==> src/rtl/uart_rx.sv <==
// uart_rx: 8N1 UART receiver; 2-FF synchronized rx, start-bit validation at mid-bit,
// mid-bit data/stop sampling on the oversample tick, registered done/error strobes.
module uart_rx #(
   parameter int DATA_BITS  = 8,
   parameter int OVERSAMPLE = 16
) (
   input  logic                 clk,
   input  logic                 rst,
   input  logic                 b_tick,
   input  logic                 rx,
   output logic [DATA_BITS-1:0] rx_data,
   output logic                 rx_done,
   output logic                 rx_busy,
   output logic                 frame_err
);
   localparam int TW = $clog2(OVERSAMPLE);
   localparam int BW = (DATA_BITS > 1) ? $clog2(DATA_BITS) : 1;
   localparam logic [TW-1:0] HALF = TW'(OVERSAMPLE / 2 - 1);
   localparam logic [TW-1:0] FULL = TW'(OVERSAMPLE - 1);
   localparam logic [BW-1:0] LAST = BW'(DATA_BITS - 1);

   typedef enum logic [1:0] {IDLE, START, DATA, STOP} state_t;

   state_t               state_q, state_d;
   logic [TW-1:0]        tick_q, tick_d;
   logic [BW-1:0]        bit_q, bit_d;
   logic [DATA_BITS-1:0] shift_q, shift_d, data_q, data_d;
   logic                 meta_q, rx_s_q;
   logic                 done_q, done_d, ferr_q, ferr_d, busy_q, busy_d;

   always_ff @(posedge clk or posedge rst) begin
      if (rst) begin
         meta_q  <= 1'b1;
         rx_s_q  <= 1'b1;
         state_q <= IDLE;
         tick_q  <= '0;
         bit_q   <= '0;
         shift_q <= '0;
         data_q  <= '0;
         done_q  <= 1'b0;
         ferr_q  <= 1'b0;
         busy_q  <= 1'b0;
      end else begin
         meta_q  <= rx;
         rx_s_q  <= meta_q;
         state_q <= state_d;
         tick_q  <= tick_d;
         bit_q   <= bit_d;
         shift_q <= shift_d;
         data_q  <= data_d;
         done_q  <= done_d;
         ferr_q  <= ferr_d;
         busy_q  <= busy_d;
      end
   end

   always_comb begin
      state_d = state_q;
      tick_d  = tick_q;
      bit_d   = bit_q;
      shift_d = shift_q;
      data_d  = data_q;
      done_d  = 1'b0;
      ferr_d  = 1'b0;
      if (b_tick) begin
         case (state_q)
            IDLE: begin
               if (!rx_s_q) begin
                  state_d = START;
                  tick_d  = '0;
               end
            end
            START: begin
               if (tick_q == HALF) begin
                  state_d = rx_s_q ? IDLE : DATA;
                  tick_d  = '0;
                  bit_d   = '0;
               end else tick_d = tick_q + 1'b1;
            end
            DATA: begin
               if (tick_q == FULL) begin
                  tick_d  = '0;
                  shift_d = DATA_BITS'({rx_s_q, shift_q} >> 1);
                  state_d = (bit_q == LAST) ? STOP : DATA;
                  bit_d   = (bit_q == LAST) ? bit_q : bit_q + 1'b1;
               end else tick_d = tick_q + 1'b1;
            end
            STOP: begin
               // Leave at mid-stop-bit so a back-to-back start edge is not missed
               if (tick_q == FULL) begin
                  state_d = IDLE;
                  tick_d  = '0;
                  data_d  = rx_s_q ? shift_q : data_q;
                  done_d  = rx_s_q;
                  ferr_d  = !rx_s_q;
               end else tick_d = tick_q + 1'b1;
            end
         endcase
      end
      busy_d = (state_d != IDLE);
   end

   assign rx_data   = data_q;
   assign rx_done   = done_q;
   assign rx_busy   = busy_q;
   assign frame_err = ferr_q;
endmodule

==> config.mk <==
export PLATFORM = sky130hd
export DESIGN_NAME = uart_rx
export DESIGN_NICKNAME = d
export VERILOG_FILES = /design/src/rtl/uart_rx.sv
export SDC_FILE = /design/constraint.sdc
export NUM_CORES = 1
export LEC_CHECK = 0
export BUFFER_PORTS_ARGS = -buffer_cell sky130_fd_sc_hd__clkbuf_2
export CAP_MARGIN = 5
export CORE_UTILIZATION = 60
export CTS_CLUSTER_DIAMETER = 150
export DETAILED_ROUTE_END_ITERATION = 10
export HOLD_SLACK_MARGIN = 0.08
export PLACE_DENSITY = 0.78
export SYNTH_ARGS = -nofsm -noshare
export SYNTH_HDL_FRONTEND = slang
export SYNTH_SLANG_ARGS = --single-unit
==> constraint.sdc <==
create_clock -name clk -period 5.4 [get_ports clk]
set_clock_uncertainty 0.1 [all_clocks]
set_input_delay 0.27 -clock clk [delete_from_list [all_inputs] [get_ports clk]]
set_output_delay 0.27 -clock clk [all_outputs]
set_load 0.01 [all_outputs]
==> results of run 1 <==
-- kinds of logic after synthesis --
group | share of synthesized area [%]
and+or+nand+nor | 12.08
DFF | 57.72
buffers and inverters | 2.781
xor gates and xnor gates | 0.6713
adders and majority gates | 2.877
AOI/OAI and AO/OA | 8.534
muxes | 15.34
-- Yosys cell counts, drive strengths merged, types with 2 or more instances --
cell type / number
o21ai: 6
buf: 3
dfstp: 2
dfrtp: 28
mux2i: 2
mux2: 16
nand4: 2
ha: 3
nor2: 6
inv: 5
nand2: 11
nor3: 2
-- worst max-delay path: cells and delay by family, from the launching register on --
family / cells / cell delay, ns
adders and majority gates: 1 / 0.24
DFF: 1 / 0.40
muxes: 1 / 0.36
and+or+nand+nor: 3 / 0.70
-- flip-flops by register name (all words and copies together) (netlist names) --
name and flops:
meta_q 1, rx_data 8, rx_s_q 1, state_q 2
rx_busy 1, tick_q 4, shift_q 8, rx_done 1
bit_q 3, frame_err 1
-- through the flow --
stage,worst slack [ns],std cells,power [mW],instance area [um^2],hold slack [ns]
final,3.511,149,0.5362,1461,0.08534
after global routing,3.397,149,0.5772,1461,0.1504
after CTS,3.510,149,0.5405,1461,0.1170
after detailed placement,3.513,140,0.4071,1391,0.2509
after global placement,3.572,140,0.4015,1391,0.2488
after floorplan,3.655,102,0.3870,1305,0.1745
-- metal layers --
layer | GRT usage (%) | part of all wire [%]
met5 | 0 | 0
met4 | 10.29 | 2.4
met3 | 5.660 | 4.7
met2 | 26.62 | 43
met1 | 26.23 | 50
-- layout make-up --
cell class | instances | area share, %
inverters | 5 | 1.284
clock buffers | 7 | 3.767
flip-flops and latches | 30 | 51.54
multi-input cells | 64 | 35.27
clock inverters | 1 | 0.3425
well taps | 27 | 2.312
repair buffers | 15 | 5.479
-- where the power goes --
| part | total (mW) | internal, mW | switching [mW] |
|---|---|---|---|
| registers | 0.298 | 0.252 | 0.0456 |
| clock network | 0.131 | 0.0630 | 0.0682 |
| logic | 0.107 | 0.0444 | 0.0631 |
| total | 0.536 | 0.359 | 0.177 |
-- worst paths after layout --
| kind | from | end | slack (ns) | depth (start not counted) |
|---|---|---|---|---|
| hold reg to reg | meta_q$_DFF_PP1_ | rx_s_q$_DFF_PP1_ | 0.25 | 0 |
| setup reg to reg | tick_q[0]$_DFFE_PP0P_ | rx_data[4]$_DFFE_PP0P_ | 3.51 | 5 |
| max in group asynchronous | rst | bit_q[1]$_DFFE_PP0P_ | 4.47 | 2 |
| setup / recovery | tick_q[0]$_DFFE_PP0P_ | rx_data[4]$_DFFE_PP0P_ | 3.51 | 5 |
| hold / removal | rst | rx_data[3]$_DFFE_PP0P_ | 0.09 | 2 |
| min in group clk | b_tick | state_q[0]$_DFF_PP0_ | 0.18 | 2 |
==> flow_metrics.tcl, run 1 <==
set metrics [dict create \
    hold_viol_final 0 \
    tns_ns 0 \
    syn_nets 109 \
    antenna_found_initial 0 \
    rows 16 \
    rsz0062_at_grt "false" \
    worstMarginPinSlew_ns 1.057 \
    post-cts-setup-buffer-count 0 \
    arrival_ns 1.99 \
    cp_slowest_cell "dfrtp_1" \
    outcome "completed" \
    setup_viol 0 \
    ios 15 \
    nets 128 \
    crit_type "register to register" \
    crit_chain "ha_1 -> nand4_1 -> or2_4 -> nor2_8 -> mux2_2" \
    dr.pass1.iters 4 \
    fmax_mhz 529.4 \
    maxCapViolations 0 \
    synthArstFlopShare_pct 100.0 \
    root_buffer "clkbuf_4" \
    cp-end-kind "register" \
    clockBufferDepth 2 \
    via_count 800 \
    max_stage_delay_ns 0.40 \
    startpoint_type "register" \
    die_w_um 48.64 \
    path_max_fanout 9 \
    core-area_um2 2002 \
    syn_avg_cell_area_um2 12.79 \
    post-route-util_pct 73.00 \
    min_period_ns 1.889 \
    finalWirelength_um 1826 \
    synth.distinct_cells 31 \
    die_area_um2 2365 \
    multiInputGateArea_um2 515.5 \
    drt_iter0_drc 13 \
    cts_hold_buf 1 \
    required_ns 5.50 \
    hpwl_um 1284 \
    syn-cell-area_um2 1305 \
    die_y_um 48.64 \
    ir_drop_uv 349.6 \
    num_antenna_cells 0 \
    regArea_um2 753.2 \
    slew_headroom_pct 29.46 \
    grt_pass1_wl_um 3339 \
    fill_cells 128 \
    gp_congestion 0.8485 \
    synth_edf_count 0 \
    clock-sinks 30 \
    port_buffers 14 \
    clk-insertion-delay-late_ns 0.31 \
    slew_viol_final 0 \
    postSynthCellCount 102 \
    leakagePower_nw 0.7661 \
    path_clk_slew_ns 0.09 \
    drive_above_1_share_pct 35.25 \
    yosys_register_bits 30 \
    grt_max_degree 31 \
    final_common_cell "dfrtp_1" \
    cts_tree "yes" \
    grt_use_total_pct 18.91 \
    numCtsBuffers 5 \
    hold_path.class "input port to asynchronous set/reset pin" \
    layout_common_cells "dfrtp_1 (28), mux2_2 (15), clkbuf_2 (14)" \
    start_util_pct 65.19 \
    wire_per_inst_um 12.26 \
    ys_warn_count 0 \
    grt_pass1_vias 755 \
    synth_largest_area_cell "dfrtp_1" \
    post-route-period-util_pct 34.98 \
    cts_resized 0 \
    powerDensity_nw_per_um2 366.9 \
    drc_errors 0 \
    synthTopCellsByArea "dfrtp_1 (54%), mux2_2 (13%), dfstp_2 (4.0%)" \
    yosysSeqAreaShare_pct 57.72 \
    synth.top_cell.area_share_pct 53.69 \
    syn2layout_area_growth_pct 11.98 \
    ant_nets 0 \
    gr-total-overflow 0 \
    h-tree-depth 2 \
    synthFlopType "dfrtp_1" \
    via_per_inst 5.369 \
]
(Power assumes the default switching activity.)
==> run 2, diff against run 1 <==
- CORE_UTILIZATION: 60 -> 56
- PLACE_DENSITY: 0.78 -> 0.73
- clock period: 5.4 -> 1.85 ns (I/O delays scaled with it)
==> flow_metrics.tcl, run 2 (synthesized netlist as in run 1, its figures left out) <==
set metrics [dict create \
    path_buf_inv 0 \
    cts_tree "yes" \
    nets 139 \
    stdcell_count 161 \
    finalWirelength_um 2249 \
    ios 15 \
    slew_viol_final 0 \
    hold_path.class "input port to asynchronous set/reset pin" \
    h-tree-depth 2 \
    ir_drop_uv 717.7 \
    r2r_slack_ns 0.1 \
    cp-end-kind "register" \
    via_per_inst 5.453 \
    cp_slowest_cell "dfrtp_1" \
    startpoint_type "register" \
    path_clk_slew_ns 0.09 \
    seqPwrFrac_pct 48.3 \
    worstMarginPinSlew_ns 0.3546 \
    outcome "completed" \
    crit_chain "ha_1 -> nand4_1 -> or2_4 -> nor2_8 -> mux2_2" \
    core-area_um2 2212 \
    root_buffer "clkbuf_4" \
    hold_viol_final 0 \
    drc_errors 0 \
    slew_headroom_pct 76.36 \
    required_ns 1.97 \
    drt_iter0_drc 13 \
    clk-insertion-delay-late_ns 0.33 \
    pwr-share-comb_pct 30.0 \
    final_common_cell "dfrtp_1" \
    via_count 878 \
    dp.cells 148 \
    p_sw_share_pct 34.47 \
    antenna_found_initial 0 \
    drive_above_1_share_pct 39.85 \
    syn2layout_area_growth_pct 18.89 \
    grt_max_degree 31 \
    post-route-util_pct 70.14 \
    dr.pass1.iters 4 \
    clockBufferDepth 2 \
    fill_cells 168 \
    powerDensity_nw_per_um2 1063 \
    leakagePower_nw 0.8144 \
    regArea_um2 753.2 \
    ant_nets 0 \
    fmax_mhz 570.2 \
    wire_per_inst_um 13.97 \
    setup_viol 0 \
    gp_congestion 0.9112 \
    grt_pass1_vias 859 \
    power_switching_mw 0.5686 \
    grt_use_total_pct 22.33 \
    maxCapViolations 0 \
    max_stage_delay_ns 0.39 \
    path_max_fanout 8 \
    cp_top_family "simple AND/OR/NAND/NOR gates" \
    clock_power_share_pct 21.7 \
    crit_type "register to register" \
    gr-total-overflow 0 \
    multiInputGateArea_um2 533.0 \
    start_util_pct 58.99 \
    grt_pass1_wl_um 3912 \
    die_area_um2 2528 \
    clock-sinks 30 \
    die_y_um 50.28 \
    post-route-period-util_pct 94.80 \
    port_buffers 14 \
    tns_ns 0 \
    numCtsBuffers 5 \
    min_period_ns 1.754 \
    die_w_um 50.28 \
    power.total_mw 1.649 \
    num_antenna_cells 0 \
    rsz0062_at_grt "false" \
    internal-power_mw 1.081 \
    hpwl_um 1549 \
    rows 17 \
    arrival_ns 1.87 \
    layout_common_cells "dfrtp_1 (28), mux2_2 (15), clkbuf_2 (14)" \
]
==> run 2: power by group through the flow <==
stage               combinational [mW]  sequential, mW  clock, mW
floorplan                        0.337           0.793          0
global placement                 0.422           0.804          0
detailed placement               0.445           0.809          0
CTS                              0.454           0.796      0.375
global route                     0.555           0.807      0.401
finish                           0.494           0.797      0.358
==> run 2: what timing repair did <==
item / 4_1_cts / 5_1_grt
hold buffers: 3 / 0
resized for setup: 0 / 2
hold endpoints to repair: 34 / 0
buffers inserted: 0 / 1
endpoints found under the setup margin: 0 / 13
==> run 2: final timing paths <==
| check | startpoint | endpoint | cells past startpoint |
|---|---|---|---|
| max | tick_q[0]$_DFFE_PP0P_ | shift_q[5]$_DFFE_PP0P_ | 5 |
| min reg2reg | meta_q$_DFF_PP1_ | rx_s_q$_DFF_PP1_ | 0 |
| min in group clk | meta_q$_DFF_PP1_ | rx_s_q$_DFF_PP1_ | 0 |
| min | rst | shift_q[0]$_DFFE_PP0P_ | 4 |
| max in group asynchronous | rst | meta_q$_DFF_PP1_ | 4 |
| max reg2reg | tick_q[0]$_DFFE_PP0P_ | shift_q[5]$_DFFE_PP0P_ | 5 |
==> run 2: layout make-up <==
class | instances | area share, %
tap | 28 | 2.258
inverter | 5 | 1.210
multi-input combinational | 65 | 34.35
sequential | 30 | 48.55
clock buffer | 6 | 2.661
clock inverter | 2 | 0.6452
timing repair buffer | 25 | 10.32
==> run 2: tightest hold or removal path, stage by stage <==
cell and delay [ns]:
dlygate4sd3_1 0.53, clkbuf_2 0.10, inv_1 0.04, buf_4 0.33
==> run 2: per-stage QoR <==
stage,instance area (um^2),setup slack (ns),hold WS [ns]
final,1551,0.09613,0.2440
after global routing,1551,0.004134,0.2696
after CTS,1526,0.02866,0.2434
after detailed placement,1445,0.05195,0.06091
after global placement,1445,0.09268,0.05713
after floorplan,1305,0.1046,-0.003022
==> run 2: layer usage <==
layer	up-vias	wire, um	global-route usage [%]
li1	423	-	-
met3	8	104	7.273
met4	0	63	15.71
met5	-	0	0
met1	423	1026	29.29
met2	24	1054	30.89
